[config.mk]
export PLATFORM = sky130hd
export DESIGN_NAME = mac_accumulator
export DESIGN_NICKNAME = d
export VERILOG_FILES = /design/src/rtl/mac_accumulator.sv
export SDC_FILE = /design/constraint.sdc
export NUM_CORES = 1
export LEC_CHECK = 0
export ABC_AREA = 1
export CAP_MARGIN = 30
export CORE_MARGIN = 4
export CORE_UTILIZATION = 46
export DETAILED_ROUTE_END_ITERATION = 10
export GPL_ROUTABILITY_DRIVEN = 0
export PLACE_DENSITY_LB_ADDON = 0.2
export SYNTH_ARGS = -nofsm -noshare
export SYNTH_HDL_FRONTEND = slang
export SYNTH_SLANG_ARGS = --single-unit
[constraint.sdc]
create_clock -name clk -period 15.7 [get_ports clk]
set_input_delay 2.355 -clock clk [delete_from_list [all_inputs] [get_ports clk]]
set_output_delay 2.355 -clock clk [all_outputs]
set_load 0.02 [all_outputs]
[src/rtl/mac_accumulator.sv]
// Sequential multiply-accumulate neuron stage: bias-seeded, per-step saturating
// sum of N_INPUTS signed a*w products, presented on a valid/ready output.
module mac_accumulator #(
    parameter int N_INPUTS = 16,
    parameter int DATA_W   = 8,
    parameter int ACC_W    = 24
) (
    input  logic              clk,
    input  logic              rst,
    input  logic              start,
    input  logic [ACC_W-1:0]  bias,
    input  logic              in_valid,
    output logic              in_ready,
    input  logic [DATA_W-1:0] a,
    input  logic [DATA_W-1:0] w,
    output logic              out_valid,
    input  logic              out_ready,
    output logic [ACC_W-1:0]  out,
    output logic              sat,
    output logic              busy
);

    localparam int CNT_W = 16;
    localparam int PROD_W = 2 * DATA_W;
    localparam logic [CNT_W-1:0] LAST = CNT_W'(N_INPUTS - 1);
    localparam logic signed [ACC_W:0] MAX_S = {2'b00, {(ACC_W-1){1'b1}}};
    localparam logic signed [ACC_W:0] MIN_S = {2'b11, {(ACC_W-1){1'b0}}};

    typedef enum logic [1:0] {
        ST_IDLE,
        ST_ACCUM,
        ST_OUT
    } state_t;

    state_t state, state_d;

    logic [ACC_W-1:0]        acc;
    logic [CNT_W-1:0]        count;
    logic                    sat_q;
    logic                    accept;
    logic signed [PROD_W-1:0] prod;
    logic signed [ACC_W:0]   sum_ext;
    logic [ACC_W-1:0]        acc_next;
    logic                    clamp;

    assign accept = in_valid && (state == ST_ACCUM);

    // Sum is formed one bit wider than the accumulator so overflow is visible before clamping.
    always_comb begin
        prod     = $signed(a) * $signed(w);
        sum_ext  = $signed({acc[ACC_W-1], acc})
                 + $signed({{(ACC_W+1-PROD_W){prod[PROD_W-1]}}, prod});
        acc_next = sum_ext[ACC_W-1:0];
        clamp    = 1'b0;
        if (sum_ext > MAX_S) begin
            acc_next = MAX_S[ACC_W-1:0];
            clamp    = 1'b1;
        end else if (sum_ext < MIN_S) begin
            acc_next = MIN_S[ACC_W-1:0];
            clamp    = 1'b1;
        end
    end

    always_comb begin
        state_d = state;
        case (state)
            ST_IDLE:  if (start) state_d = ST_ACCUM;
            ST_ACCUM: if (accept && count == LAST) state_d = ST_OUT;
            ST_OUT:   if (out_ready) state_d = ST_IDLE;
            default:  state_d = ST_IDLE;
        endcase
    end

    always_ff @(posedge clk) begin
        if (rst) state <= ST_IDLE;
        else     state <= state_d;
    end

    always_ff @(posedge clk) begin
        if (rst) begin
            acc   <= '0;
            count <= '0;
            sat_q <= 1'b0;
        end else begin
            case (state)
                ST_IDLE: begin
                    if (start) begin
                        acc   <= bias;
                        count <= '0;
                        sat_q <= 1'b0;
                    end
                end
                ST_ACCUM: begin
                    if (accept) begin
                        acc   <= acc_next;
                        count <= count + 1'b1;
                        if (clamp) sat_q <= 1'b1;
                    end
                end
                default: ;
            endcase
        end
    end

    // Every output is a function of registers only, so nothing on in_* reaches out_* combinationally.
    assign in_ready  = (state == ST_ACCUM);
    assign out_valid = (state == ST_OUT);
    assign busy      = (state != ST_IDLE);
    assign out       = acc;
    assign sat       = sat_q;

endmodule

==> results of run 1 <==
==> registers in the layout, indices dropped and copies added, names as in the netlist <==
register / flops
count: 16
out: 24
sat: 1
state: 2
==> path summary, 6_finish.rpt <==
kind | from | endpoint | slack [ps] | depth (start not counted)
max | a[7] | out[21] | 7380 | 21
min | count[15] | count[15] | 460 | 1
min reg2reg | count[15] | count[15] | 460 | 1
max reg2reg | out[6] | out[21] | 10510 | 20
==> critical path, delay by kind of cell <==
kind	cells	cell delay, ps
fa+ha+maj	6	3030
buf+inv	4	1130
compound gates	4	1020
simple gates	7	940
==> layout by cell type (no fill, tap or decap), types with 2 or more instances in the layout <==
cell type | netlist | routed
nand2_1 | 274 | 274
inv_1 | 186 | 186
fa_1 | 108 | 108
nor2_1 | 92 | 92
clkdlybuf4s50_1 | 0 | 72
a21oi_1 | 57 | 57
ha_1 | 57 | 57
dfxtp_1 | 43 | 43
nand3_1 | 22 | 22
o21ai_0 | 11 | 11
nand4_1 | 10 | 10
xor2_1 | 9 | 9
xnor2_1 | 7 | 7
o21bai_1 | 5 | 5
clkbuf_16 | 0 | 5
nor2_2 | 4 | 4
nand2_2 | 4 | 4
nor3_1 | 4 | 4
nor4_1 | 3 | 3
buf_4 | 1 | 3
clkinv_1 | 2 | 2
inv_2 | 2 | 2
and2_2 | 2 | 2
a211oi_1 | 2 | 2
nand3b_1 | 2 | 2
clkinv_4 | 0 | 2
==> metal layers <==
| layer | up-vias | track usage (%) |
|---|---|---|
| li1 | 2943 | - |
| met1 | 2666 | 26.7 |
| met2 | 76 | 34.0 |
| met3 | 13 | 2.18 |
| met4 | 0 | 3.27 |
| met5 | - | 0 |
==> cells by family after synthesis <==
family / synth area share (%)
simple gates: 25.1
buf+inv: 13.2
flops: 12.3
compound gates: 6.20
fa+ha+maj: 41.2
xor+xnor: 2.01
==> metrics by stage <==
| stage | cells | hold slack, ps | worst slack [ps] | utilization, % | cell area, um^2 |
|---|---|---|---|---|---|
| 2_1_floorplan | 948 | 414 | 8420 | - | 6980 |
| 3_3_place_gp | 1177 | 438 | 7150 | 52.7 | 7750 |
| 3_5_place_dp | 1178 | 447 | 7040 | 52.9 | 7770 |
| 4_1_cts | 1186 | 458 | 7350 | 53.9 | 7920 |
| 5_1_grt | 1186 | 500 | 6880 | 53.9 | 7920 |
| 6_report | 1186 | 461 | 7380 | 53.9 | 7920 |
==> layout make-up <==
cell class / count / area share (%)
clock buffer: 5 / 1.58
timing repair buffer: 76 / 9.73
clock inverter: 3 / 0.316
inverter: 190 / 9.00
tap: 184 / 2.91
sequential: 43 / 10.9
multi-input combinational: 685 / 65.6
==> Flow_metrics.wiki, run 1 <==
{| class="wikitable"
! Metric !! Value
|-
| Result of the run || finished, final reports clean
|-
| Setup Fix Bufs, Post-CTS || 0
|-
| Post-Syn Area per Cell || 7.37 um^2
|-
| Die span in x || about 130 um
|-
| Slowest Stage Delay on Critical Path || between 700 and 800 ps
|-
| Final-layout setup total negative slack || 0 ps
|-
| GRT Resource Usage Total || around 20%
|-
| Count of antenna diodes in the layout || 0
|-
| Top_reg_cell synth || dfxtp_1
|-
| Deepest clock path buffer count || 2
|-
| Highest routed metal layer || met4
|-
| Number of buffers created by CTS || 5
|-
| Mean number of vias per cell || slightly below 5
|-
| Data arrival time of the critical path || between 8000 and 9000 ps
|-
| Area taken by flip-flops and latches || between 800 and 900 um^2
|-
| Number of I/O pins || 73
|-
| Critical Path Fanout Max || 23
|-
| Top cell types by occurrence after synthesis || nand2_1 (274), inv_1 (186), fa_1 (108)
|-
| Cells resized by post-CTS repair || 0
|-
| Post-CTS Hold Fix Bufs || 0
|-
| Area of the die || 0.0172 mm^2
|-
| Number of pins exceeding their max-slew limit in the final report || 0
|-
| Syn Inst Count || around 950
|-
| Clock transition at the registers of the reported paths || 70 ps
|-
| Count of yosys warnings during synthesis || 0
|-
| Wire length per cell after detailed routing || between 10 and 15 um
|-
| Minimum period implied by the final worst setup slack || 8320 ps
|-
| Master cell of the clock root buffer || clkbuf_16
|-
| Fill cell instance count of the final layout || 1458
|-
| First-pass detailed-route iteration total || 4
|-
| Wire length on met2 || around 7.7 mm
|-
| Total nets after synthesis || 1158
|-
| Total count of hold-check failures in the final report || 0
|-
| Worst relative slew slack || 43.8%
|-
| CP required || approximately 16000 ps
|-
| Slew at the pin with the worst max-slew slack || 843 ps
|-
| Library cell contributing the largest single delay on the critical path || fa_1
|-
| MaxCap Viol Count || 0
|-
| Kind of critical path || in -> reg
|-
| Setup clock skew after layout || approximately 7.9 ps
|-
| Initial antenna violation count || 0
|-
| Synth top area share || slightly above 30%
|-
| Cell types occupying the most area after synthesis || fa_1 (31%), nand2_1 (15%), dfxtp_1 (12%), ha_1 (10%), inv_1 (10%)
|-
| Wire length reported by the detailed router || 15.9 mm
|-
| Final critical-path share of the clock period || between 50% and 60%
|-
| Signed area change from the synthesized netlist to the final layout || 13.5%
|-
| CP startpoint kind || primary input
|-
| Kind of capture point of the worst setup path || flip-flop
|-
| List of cells traversed by the critical path || clkdlybuf4s50_1 > nand2_1 > inv_1 > fa_1 > inv_1 > fa_1 > inv_1 > fa_1 > fa_1 > ha_1 > ha_1 > a21oi_1 > a21oi_1 > nor2_1 > nand3_1 > nand2_1 > nand2_2 > a21oi_4 > nand2_1 > nand2_1 > a21oi_1
|-
| RSZ-0062 raised after global routing || false
|-
| Largest net degree at the start of global routing || 30
|-
| Via count || about 5700
|-
| Area leader, netlist || fa_1
|-
| DR iter-0 viols || 233
|-
| Most common cell in the synthesized netlist || nand2_1
|-
| Number of distinct standard cells referenced by the synthesized netlist || 41
|-
| Total half-perimeter wirelength after legalization and detailed placement || 13.3 mm
|-
| Share of final-layout standard cells stronger than drive strength 1 || approximately 3.3%
|-
| Total clock sinks || 43
|-
| Number of input and output port buffers inserted || 72
|-
| Vias in the first global route || 5865
|-
| Post-Route M1 WL || just under 8 mm
|-
| Post-route ant nets || 0
|-
| Total global routing overflow || 0
|-
| Yosys reg bits || 43
|-
| Source-to-sink clock delay at the later pin of the worst-skew pair || about 300 ps
|-
| DRC Markers || 0
|-
| Number of synthesized flops with an enable pin || 0
|-
| Count of nets after finishing || roughly 1200
|-
| Highest clock rate || around 120 MHz
|-
| First-pass GRT wire length || about 28 mm
|-
| Kind of path behind the tightest hold check || reg -> reg
|-
| Post-synthesis instance area || 0.00698 mm^2
|-
| Multi-input gate area || 0.00520 mm^2
|-
| Deepest level of the CTS H-tree || 2
|-
| Endpoints failing setup || 0
|-
| Register area share after synthesis || between 10% and 20%
|-
| Proportion of register bits with asynchronous set or reset after synthesis || 0%
|-
| Die Y || roughly 130 um
|-
| Met3 WL || around 390 um
|-
| CTS tree || yes
|-
| Core area || about 0.015 mm^2
|-
| Effective utilization at floorplan || around 48%
|-
| Number of placement rows || 44
|}
Power of run 1 is not shown: default switching activity piles up to over one toggle a cycle in this logic, so the estimate is an artifact.
==> run 2: changes to the inputs <==
==> constraint.sdc (replaced) <==
create_clock -name clk -period 7.85 [get_ports clk]
set_input_delay 1.1775 -clock clk [delete_from_list [all_inputs] [get_ports clk]]
set_output_delay 1.1775 -clock clk [all_outputs]
set_load 0.02 [all_outputs]
==> Flow_metrics.wiki, run 2 (synthesized netlist as in run 1, its figures left out) <==
{| class="wikitable"
! Metric !! Value
|-
| CTS tree || yes
|-
| Deepest clock path buffer count || 2 (unchanged)
|-
| Area of the die || 0.0172 mm^2 (unchanged)
|-
| Hold slack final || 454 ps (-6.87 ps)
|-
| Total half-perimeter wirelength after legalization and detailed placement || 13.1 mm (-1.6%)
|-
| Kind of path behind the tightest hold check || reg -> reg
|-
| MaxCap Viol Count || 0 (unchanged)
|-
| Number of pins exceeding their max-slew limit in the final report || 0 (unchanged)
|-
| GRT Resource Usage Total || 18.8% (-0.63 points)
|-
| Number of input and output port buffers inserted || 72 (unchanged)
|-
| Slowest Stage Delay on Critical Path || 740 ps (-20 ps)
|-
| Signed area change from the synthesized netlist to the final layout || 13.6%
|-
| Initial antenna violation count || 0 (unchanged)
|-
| Kind of capture point of the worst setup path || flip-flop
|-
| Layout Cells excl Fill || 1190 (+0.34%)
|-
| Share of final-layout standard cells stronger than drive strength 1 || 3.68% (+0.38 points)
|-
| Wire length reported by the detailed router || 15.4 mm (-3.2%)
|-
| Endpoints failing setup || 0 (unchanged)
|-
| Most common library cell in the layout ignoring fill and taps || nand2_1
|-
| Via count || 5726 (+0.49%)
|-
| Total global routing overflow || 0 (unchanged)
|-
| Die span in x || 131 um (unchanged)
|-
| Number of flip-flops under the largest register name || 24 (unchanged)
|-
| List of cells traversed by the critical path || clkdlybuf4s50_1 > nand2_1 > inv_1 > fa_1 > inv_1 > fa_1 > inv_1 > fa_1 > fa_1 > ha_1 > ha_1 > nand2_2 > inv_1 > nand2_1 > nand2_1 > a21oi_1 > nand3_1 > nand2_1 > nand2_1 > a21oi_4 > buf_4 > nand2_1 > nand2_1 > a21oi_1
|-
| CP required || 8020 ps (-7850 ps)
|-
| Source-to-sink clock delay at the later pin of the worst-skew pair || 290 ps (about the same)
|-
| Number of I/O pins || 73 (unchanged)
|-
| Number of placement rows || 44 (unchanged)
|-
| Result of the run || finished, final reports clean
|-
| Library cell contributing the largest single delay on the critical path || fa_1
|-
| Critical Path Fanout Max || 11 (-52%)
|-
| Data arrival time of the critical path || 6950 ps (-1540 ps)
|-
| Count of nets after finishing || 1215 (+0.33%)
|-
| Wire length per cell after detailed routing || 13.0 um (-3.5%)
|-
| RSZ-0062 raised after global routing || false
|-
| DR iter-0 viols || 250 (+7.3%)
|-
| Master cell of the clock root buffer || clkbuf_16
|-
| Count of antenna diodes in the layout || 0 (unchanged)
|-
| Most used cell along the critical path || nand2_1
|-
| Most frequent cells in the layout || nand2_1 (274), inv_1 (186), fa_1 (108)
|-
| Vias in the first global route || 5864 (-0.017%)
|-
| Deepest level of the CTS H-tree || 2 (unchanged)
|-
| Post-layout worst setup margin || 1070 ps (-6320 ps)
|-
| Post-CTS Hold Fix Bufs || 0 (unchanged)
|-
| Kind of critical path || in -> reg
|-
| Setup WS pre-CTS || 743 ps (-6300 ps)
|-
| DRC Markers || 0 (unchanged)
|-
| Largest net degree at the start of global routing || 30 (unchanged)
|-
| Die Y || 131 um (unchanged)
|-
| Post-route ant nets || 0 (unchanged)
|-
| Highest clock rate || 147 MHz
|-
| Total count of hold-check failures in the final report || 0 (unchanged)
|-
| Cells resized by post-CTS repair || 0 (unchanged)
|-
| Total clock sinks || 43 (unchanged)
|-
| Effective utilization at floorplan || 47.5% (unchanged)
|-
| Final critical-path share of the clock period || roughly 86%
|-
| Slew at the pin with the worst max-slew slack || 799 ps (-43.6 ps)
|-
| Core area || 0.0147 mm^2 (unchanged)
|-
| Mean number of vias per cell || 4.81 (+0.15%)
|-
| CP startpoint kind || primary input
|-
| Worst relative slew slack || 46.7% (+2.9 points)
|-
| Final-layout setup total negative slack || 0 ps (unchanged)
|-
| Setup Fix Bufs, Post-CTS || 0 (unchanged)
|-
| Clock transition at the registers of the reported paths || 70 ps (about the same)
|-
| First-pass detailed-route iteration total || 5 (+1)
|-
| Cell total after placement || 1182 (+0.34%)
|-
| First-pass GRT wire length || 27.6 mm (-2.3%)
|-
| Setup clock skew after layout || 8.85 ps (+0.998 ps)
|-
| Number of buffers created by CTS || 5 (unchanged)
|-
| Minimum period implied by the final worst setup slack || between 6000 and 7000 ps
|}
[run 2: critical path, delay by kind of cell]
kind,cells,cell delay (ps)
adder cells (fa/ha/maj),6,3030
AO/OA/AOI/OAI,3,460
buffers and inverters,6,1340
AND/OR/NAND/NOR,9,910
[run 2: per-stage QoR]
| step | instance area, um^2 | utilization (%) |
|---|---|---|
| finish | 7930 | 54.0 |
| global route | 7930 | 54.0 |
| CTS | 7930 | 54.0 |
| detailed placement | 7780 | 53.0 |
| global placement | 7780 | 53.0 |
| floorplan | 6980 | - |
[run 2: metal layers]
metal  track usage, %  routed length [um]  up-vias
met5                0                   0        -
met4             3.09                 161        0
met3             2.56                 529       14
met2             32.0                7290       89
met1             26.3                7440     2668
li1                 -                   -     2955
[run 2: final timing paths]
| kind | start | end | slack (ps) | depth (start not counted) |
|---|---|---|---|---|
| min | count[15] | count[15] | 450 | 1 |
| max | w[3] | out[16] | 1070 | 24 |
| min reg2reg | count[15] | count[15] | 450 | 1 |
| max reg2reg | out[6] | out[16] | 2950 | 21 |
[run 2: layout make-up]
class / instances / area, um^2
clock inverter: 3 / 23.8
fill: 1444 / 6770
sequential: 43 / 861
multi-input combinational: 685 / 5200
inverter: 190 / 713
timing repair buffer: 80 / 781
tap: 184 / 230
clock buffer: 5 / 125
Power of run 2 is left out for the same reason.
==> run 3: changes to the inputs <==
--- a/config.mk
+++ b/config.mk
@@ -7,9 +7,11 @@
 export LEC_CHECK = 0
 export ABC_AREA = 1
 export CAP_MARGIN = 30
+export CORE_ASPECT_RATIO = 0.8
 export CORE_MARGIN = 4
 export CORE_UTILIZATION = 46
 export DETAILED_ROUTE_END_ITERATION = 10
+export DONT_BUFFER_PORTS = 1
 export GPL_ROUTABILITY_DRIVEN = 0
 export PLACE_DENSITY_LB_ADDON = 0.2
 export SYNTH_ARGS = -nofsm -noshare
==> Flow_metrics.wiki, run 3 (synthesized netlist as in run 1, its figures left out) <==
{| class="wikitable"
! Metric !! Value
|-
| MaxCap Viol Count || 0 (unchanged)
|-
| Length in cells of the worst reg-to-reg path || 20 (-4.8%)
|-
| Result of the run || finished, final reports clean
|-
| Die Y || 118 um (-9.9%)
|-
| Critical Path Fanout Max || 23 (+12)
|-
| Post-route ant nets || 0 (unchanged)
|-
| Highest clock rate || 154 MHz (+4.4%)
|-
| Number of input and output port buffers inserted || 0 (-100%)
|-
| Deepest level of the CTS H-tree || 2 (unchanged)
|-
| Initial antenna violation count || 0 (unchanged)
|-
| Setup Fix Bufs, Post-CTS || 0 (unchanged)
|-
| CP required || 8040 ps (+20 ps)
|-
| Wire length per cell after detailed routing || 13.8 um (+6.5%)
|-
| Vias in the first global route || 5460 (-6.9%)
|-
| Wire length reported by the detailed router || 15.3 mm (-0.51%)
|-
| Core area || 0.0146 mm^2 (-0.74%)
|-
| Total clock sinks || 43 (unchanged)
|-
| Minimum period implied by the final worst setup slack || 6490 ps (-288 ps)
|-
| Source-to-sink clock delay at the later pin of the worst-skew pair || 290 ps (about the same)
|-
| Slew at the pin with the worst max-slew slack || 866 ps (+67.0 ps)
|-
| First-pass detailed-route iteration total || 5 (unchanged)
|-
| Fill cell instance count of the final layout || 1489 (+3.1%)
|-
| Cells resized by post-CTS repair || 0 (unchanged)
|-
| Total half-perimeter wirelength after legalization and detailed placement || 12.9 mm (-1.9%)
|-
| Kind of critical path || in -> reg
|-
| Multi-input gate area || 0.00520 mm^2 (unchanged)
|-
| Largest net degree at the start of global routing || 52 (+73%)
|-
| Via count || 5361 (-6.4%)
|-
| First-pass GRT wire length || 27.1 mm (-1.9%)
|-
| Final critical-path share of the clock period || 82.7% (-3.7 points)
|-
| CP startpoint kind || primary input
|-
| Area taken by flip-flops and latches || 861 um^2 (unchanged)
|-
| Number of buffers created by CTS || 5 (unchanged)
|-
| Mean number of vias per cell || 4.82 (+0.19%)
|-
| Worst relative slew slack || 42.1% (-4.5 points)
|-
| Signed area change from the synthesized netlist to the final layout || 3.19%
|-
| Utilization after layout || 49.4% (-4.6 points)
|-
| Data arrival time of the critical path || 6680 ps (-270 ps)
|-
| Number of I/O pins || 73 (unchanged)
|-
| Clock transition at the registers of the reported paths || 70 ps (about the same)
|-
| Total global routing overflow || 0 (unchanged)
|-
| Master cell of the clock root buffer || clkbuf_16
|-
| GRT Resource Usage Total || 18.8% (about the same)
|-
| Count of nets after finishing || 1137 (-6.4%)
|-
| Die span in x || 146 um (+11%)
|-
| Total count of hold-check failures in the final report || 0 (unchanged)
|-
| Setup clock skew after layout || 6.51 ps (-2.34 ps)
|-
| Number of placement rows || 39 (-11%)
|-
| Deepest clock path buffer count || 2 (unchanged)
|-
| Most frequent cells in the layout || nand2_1 (274), inv_1 (186), fa_1 (108)
|-
| RSZ-0062 raised after global routing || false
|-
| Kind of path behind the tightest hold check || reg -> reg
|-
| Post-CTS Hold Fix Bufs || 0 (unchanged)
|-
| Endpoint of the worst-slack reg-to-reg timing path || out[21]
|-
| DR iter-0 viols || 238 (-4.8%)
|-
| DRC Markers || 0 (unchanged)
|-
| CTS tree || yes
|-
| Kind of capture point of the worst setup path || flip-flop
|-
| Most common library cell in the layout ignoring fill and taps || nand2_1
|-
| Destination of the critical timing path || out[21]
|-
| Area of the die || 0.0172 mm^2 (about the same)
|-
| Endpoints failing setup || 0 (unchanged)
|-
| Startpoint of the worst setup timing path || w[2]
|-
| Number of flip-flops under the largest register name || 24 (unchanged)
|-
| Register-to-register setup slack || 2430 ps (-520 ps)
|-
| Share of final-layout standard cells stronger than drive strength 1 || 3.23% (-0.45 points)
|-
| Effective utilization at floorplan || 47.9% (+0.35 points)
|-
| Number of pins exceeding their max-slew limit in the final report || 0 (unchanged)
|-
| Final-layout setup total negative slack || 0 ps (unchanged)
|-
| Count of antenna diodes in the layout || 0 (unchanged)
|-
| Reg2Reg Launch Point || out[6]
|}
run 3: metal layers:
metal	share of wire (%)	up-vias	track usage (%)
met5	0	-	0
met4	0.91	0	3.08
met3	5.5	8	3.25
met2	43	97	29.1
met1	50	2455	28.2
li1	-	2801	-
run 3: final cells by class:
class,instances,area share [%]
multi-input combinational,685,72.1
sequential,43,11.9
inverter,190,9.90
tap,184,3.19
clock buffer,6,1.79
clock inverter,2,0.833
timing repair buffer,2,0.208
run 3: how the worst min path moves through the flow:
stage | startpoint | endpoint | slack [ps] | depth (start not counted)
after CTS | count[15] | count[15] | 460 | 1
after floorplan | count[15] | count[15] | 410 | 1
after detailed placement | count[15] | count[15] | 450 | 1
final | count[15] | count[15] | 460 | 1
after global placement | count[15] | count[15] | 440 | 1
after global routing | count[15] | count[15] | 480 | 1
run 3: metrics by stage:
step | hold slack, ps | setup WS, ps | area [um^2] | std cells
final | 459 | 1360 | 7210 | 1112
after detailed placement | 447 | 1080 | 7020 | 1104
after CTS | 463 | 1340 | 7210 | 1112
after global routing | 477 | 928 | 7210 | 1112
after floorplan | 414 | 1750 | 6980 | 948
after global placement | 440 | 1080 | 7020 | 1104
run 3: critical path: stages:
cell     delay (ps)
nand2_1         140
inv_1            80
fa_1            520
inv_1           140
fa_1            780
inv_1           330
fa_1            570
fa_1            490
ha_1            320
ha_1            370
a21oi_1         210
nand2_1         100
a21oi_1         240
nand3_1         140
nand2_1          80
nand2_1         110
a21oi_4         590
nand2_1         150
nand2_1          90
a21oi_1          60
Power of run 3 is left out for the same reason.
==> RTL edit 1 (flow settings as in run 2) <==
Encoding of `state_t`: now one-hot (3 bits for 3 states).
--- a/src/rtl/mac_accumulator.sv
+++ b/src/rtl/mac_accumulator.sv
@@ -27,8 +27,8 @@
     localparam logic signed [ACC_W:0] MIN_S = {2'b11, {(ACC_W-1){1'b0}}};
 
-    typedef enum logic [1:0] {
-        ST_IDLE,
-        ST_ACCUM,
-        ST_OUT
+    typedef enum logic [2:0] {
+        ST_IDLE  = 3'b001,
+        ST_ACCUM = 3'b010,
+        ST_OUT   = 3'b100
     } state_t;
 
Check against the original RTL: same outputs for any inputs over 10 cycles, from zero or initial values and one cycle with rst high; not proved beyond that.
==> RTL edit 1 against run 2 <==
Final area increased by 0.95%. Worst setup slack got worse by 110 ps. Worst hold slack improved by 39 ps. Clock skew about the same. Wire length increased by 3.5%. Sequential share of layout area increased by 0.15 points. Final cell count decreased by 1.2%. First-iteration DRC count decreased by 3.2%. Sequential cell count increased by 1. Non-clock buffer count increased by 1. Area after synthesis about the same. Utilization increased by 0.51 points. Critical path type unchanged.
==> RTL edit 1: results (changes against run 2) <==
| Metric | Value |
|---|---|
| Vias in the first global route | 5922 (+0.99%) |
| Inst Count DP | 1168 (-1.2%) |
| Met1 Usage GRT | 0.2660 (+0.002710) |
| Total chip power | 0.003487 W |
| Metal2 WL | 7556 um (+3.6%) |
| Reg-to-reg endpoint | out[1]$_SDFFE_PP0P_ |
| Routed met3 length | 474 um (-10%) |
| Yosys cell types | 38 (-7.3%) |
| Seq/Total Area, Yosys | 0.1260 (+0.002753) |
| Gr usage total | 0.1921 (+0.003746) |
| PortBufs | 72 (unchanged) |
| F_max | 145.0 MHz (-1.6%) |
| Syn Nets | 1145 (-1.1%) |
| M3 GR Usage | 0.02141 (-0.004205) |
| Place WS | 675.9 ps (-67.37 ps) |
| Synth area leaders | fa_1 31%, nand2_1 15%, dfxtp_1 13% |
| Initial DRC count | 242 (-3.2%) |
| Slew @ Worst Pin | 581.9 ps (-217.0 ps) |
| Wire length of the first global-routing pass | 27830 um (+0.95%) |
| Final WL | 15960 um (+3.5%) |
| Vias per cell | 4.889 (+1.6%) |
| CP Max Fanout | 23 (+12) |
| CP arrival | 7070 ps (+120 ps) |
| Syn Area/Cell | 7.476 sq um (+1.5%) |
| Placed Area | 7836 sq um (+0.68%) |
| DP HPWL | 12950 um (-1.3%) |
| Launch point of the worst path | w[4] |
| Reg-to-reg slack, setup | 2780 ps (-170 ps) |
| Met2 GRT Util | 0.3263 (+0.006336) |
| Post-synth top cells | 280 x nand2_1, 189 x inv_1, 108 x fa_1, 59 x a21oi_1, 57 x ha_1 |
| Drt first pass iters | 4 (-1) |
| Worst Skew | 9.038 ps (+0.1875 ps) |
| Status | completed |
| Wire per inst | 13.57 um (+4.7%) |
## RTL edit 1: critical path, cell delays in order
cell,delay (ps)
clkdlybuf4s50_1,570
nand2_1,140
inv_1,60
fa_1,580
inv_1,140
fa_1,750
inv_1,310
fa_1,570
fa_1,490
ha_1,310
ha_1,350
nand2_1,140
inv_1,50
nand2_1,60
nand2_1,70
a21oi_1,280
nand3_1,140
nand2_1,90
nand2_2,80
a21oi_4,140
buf_4,300
nand2_1,100
nand2_1,80
a21oi_1,60
## RTL edit 1: how the worst min path moves through the flow
| stage | cells past startpoint | endpoint | from | slack [ps] |
|---|---|---|---|---|
| 4_1_cts | 2 | sat$_SDFFE_PP0P_ | sat$_SDFFE_PP0P_ | 500 |
| 3_5_place_dp | 2 | sat$_SDFFE_PP0P_ | sat$_SDFFE_PP0P_ | 460 |
| 5_1_grt | 2 | count[1]$_SDFFE_PP0P_ | count[1]$_SDFFE_PP0P_ | 520 |
| 3_3_place_gp | 2 | sat$_SDFFE_PP0P_ | sat$_SDFFE_PP0P_ | 470 |
| 6_report | 2 | out[0]$_SDFFE_PP0P_ | out[0]$_SDFFE_PP0P_ | 490 |
| 2_1_floorplan | 1 | count[9]$_SDFFE_PP0P_ | count[6]$_SDFFE_PP0P_ | 450 |
## RTL edit 1: logic make-up after synthesis
group	share of synthesized area
compound gates	0.09039
xor+xnor	0.02005
fa+ha+maj	0.4113
buf+inv	0.1278
flops	0.1260
simple gates	0.2245
## RTL edit 1: area by class of cell
| class | instances | area, sq um |
|---|---|---|
| multi-input combinational | 667 | 5216 |
| fill | 1465 | 6691 |
| tap | 184 | 230.2 |
| clock buffer | 5 | 125.1 |
| clock inverter | 3 | 46.29 |
| inverter | 192 | 720.7 |
| timing repair buffer | 81 | 788.3 |
| sequential | 44 | 880.8 |
==> RTL edit 2 (flow settings as in run 2) <==
Made on the original files. Set the parameter `ACC_W` to 20 (it was 24).
--- a/src/rtl/mac_accumulator.sv
+++ b/src/rtl/mac_accumulator.sv
@@ -4,5 +4,5 @@
     parameter int N_INPUTS = 16,
     parameter int DATA_W   = 8,
-    parameter int ACC_W    = 24
+    parameter int ACC_W    = 20
 ) (
     input  logic              clk,
Interface: changed (resized bias and out); port bits go from 73 to 65. No check against the original RTL was run, so the function may have changed too.
==> RTL edit 2 against run 2 <==
Critical endpoint is now out[4]$_SDFFE_PP0P_. Area after synthesis shrank 15%. Synthesized cell count shrank 13%. Sequential cell count shrank 4. Final area shrank 13%. Wire length shrank 16%. Non-clock buffer count shrank 15. Count of clock-buffer cells in the layout is the same. Global-route usage grew 0.24 points. Worst setup slack gained 200 ps.
Power is left out: the tool's default activity adds up to more than one toggle a clock period on the data nets, which glitch-free logic cannot reach.
==> RTL edit 2: results (changes against run 2) <==
| Metric | Value |
|---|---|
| Status | completed |
| Yosys cell types | 35 (-15%) |
| Number of flip-flops in the largest register | 20 (-17%) |
| Worst Skew | 5.827 ps (-3.023 ps) |
| Drt first pass iters | 4 (-1) |
| Layout cells sized above 1 | 0.02995 (-0.006825) |
| Vias per cell | 4.689 (-2.5%) |
| Wire length of the first global-routing pass | 23270 um (-16%) |
| CP Max Fanout | 17 (+6) |
| Clock-pin slew on the worst setup and hold paths | 60 ps |
| DP HPWL | 11210 um (-15%) |
| Post-Synth Adder-Cell Area | 0.4113 (about the same) |
| CP max stage cell | fa_1 |
| Synth Area in XOR/XNOR | 0.01614 (-0.003922) |
| Placed Area | 6734 sq um (-13%) |
| PortBufs | 64 (-11%) |
| Initial DRC count | 206 (-18%) |
| Hold_sp | sat$_SDFFE_PP0P_ |
| Hold path depth | 2 (+1) |
| Fill count | 1274 (-12%) |
| Synth warn | 0 (unchanged) |
| Die Area | 14860 sq um (-14%) |
| Synth area leaders | fa_1 31%, nand2_1 14%, dfxtp_1 13% |
| Seq/Total Area, Yosys | 0.1308 (+0.007564) |
| Vias | 4877 (-15%) |
| Worst r2r path cells | 22 (+4.8%) |
| Post-CTS Resized | 0 (unchanged) |
| CP arrival | 6800 ps (-150 ps) |
| Hold Path End | sat$_SDFFE_PP0P_ |
| Largest net degree at the start of global routing | 25 (-17%) |
| Worst slew margin | 0.4512 (-0.01556) |
| FF-to-FF Start | out[6]$_SDFFE_PP0P_ |
| Final WL | 13020 um (-16%) |
| Syn Nets | 1004 (-13%) |
| Syn Area/Cell | 7.261 sq um (-1.4%) |
| Clock buffer count from CTS | 5 (unchanged) |
| Vias in the first global route | 5071 (-14%) |
| Post-synth top cells | 221 x nand2_1, 181 x inv_1, 92 x fa_1, 64 x nor2_1, 51 x a21oi_1 |
| Setup bufs post-CTS | 0 (unchanged) |
| Gr usage total | 0.1908 (+0.002426) |
| Synth Area in Compound Gates | 0.06688 (+0.004891) |
| Reg-to-reg slack, setup | 2890 ps (-60 ps) |
| CP max stage delay | 590 ps (-150 ps) |
| Reg-to-reg endpoint | out[4]$_SDFFE_PP0P_ |
| Launch point of the worst path | w[7] |
[RTL edit 2: cell types whose count changed after synthesis, sizes merged, moves of 4 or more]
cell          run 2  this run
dfxtp            43        39
ha               57        49
nand2           279       230
nor2             97        68
xnor2             7         2
nand3            23        19
fa              108        92
a21oi            59        51
o21ai            11        19
inv             188       183
[RTL edit 2: logic make-up (layout without fill, tap and decap cells)]
| family | after synthesis | in the layout |
|---|---|---|
| buffers and inverters | 211 | 257 |
| and+or+nand+nor | 344 | 344 |
| DFF | 39 | 39 |
| xor gates and xnor gates | 11 | 11 |
| adders and majority gates | 141 | 141 |
| AOI/OAI and AO/OA | 76 | 76 |
[RTL edit 2: how the worst max path moves through the flow]
stage / end / slack [ps]
2_1_floorplan: out[11]$_SDFFE_PP0P_ / 2000
3_5_place_dp: out[4]$_SDFFE_PP0P_ / 950
3_3_place_gp: out[2]$_SDFFE_PP0P_ / 1000
6_report: out[4]$_SDFFE_PP0P_ / 1270
4_1_cts: out[4]$_SDFFE_PP0P_ / 1220
5_1_grt: out[4]$_SDFFE_PP0P_ / 690
[RTL edit 2: layout make-up]
type / instances / share of cell area
Multi-Input combinational cell: 572 / 0.6344
Sequential cell: 39 / 0.1131
Inverter: 184 / 0.1001
Timing Repair Buffer: 65 / 0.09679
Tap cell: 172 / 0.03118
Clock buffer: 5 / 0.01813
Clock inverter: 3 / 0.006344
[RTL edit 2: per-stage QoR]
| step | worst slack [ps] | utilization | hold slack, ps |
|---|---|---|---|
| 2_1_floorplan | 1996 | - | 472.0 |
| 3_3_place_gp | 1002 | 0.5293 | 468.0 |
| 3_5_place_dp | 951.1 | 0.5315 | 471.2 |
| 4_1_cts | 1223 | 0.5448 | 480.0 |
| 5_1_grt | 685.7 | 0.5448 | 511.6 |
| 6_report | 1267 | 0.5448 | 481.0 |
[RTL edit 2: tightest hold or removal path, delay by kind of cell, from the launching register on]
family | cells | cell delay, ps
buf+inv | 1 | 50
compound gates | 1 | 50
flops | 1 | 330
[RTL edit 2: layer usage]
| metal | part of all wire | track usage |
|---|---|---|
| met2 | 0.48 | 0.3318 |
| met5 | 0 | 0 |
| met3 | 0.033 | 0.02182 |
| met1 | 0.48 | 0.2657 |
| met4 | 0.0039 | 0.02101 |
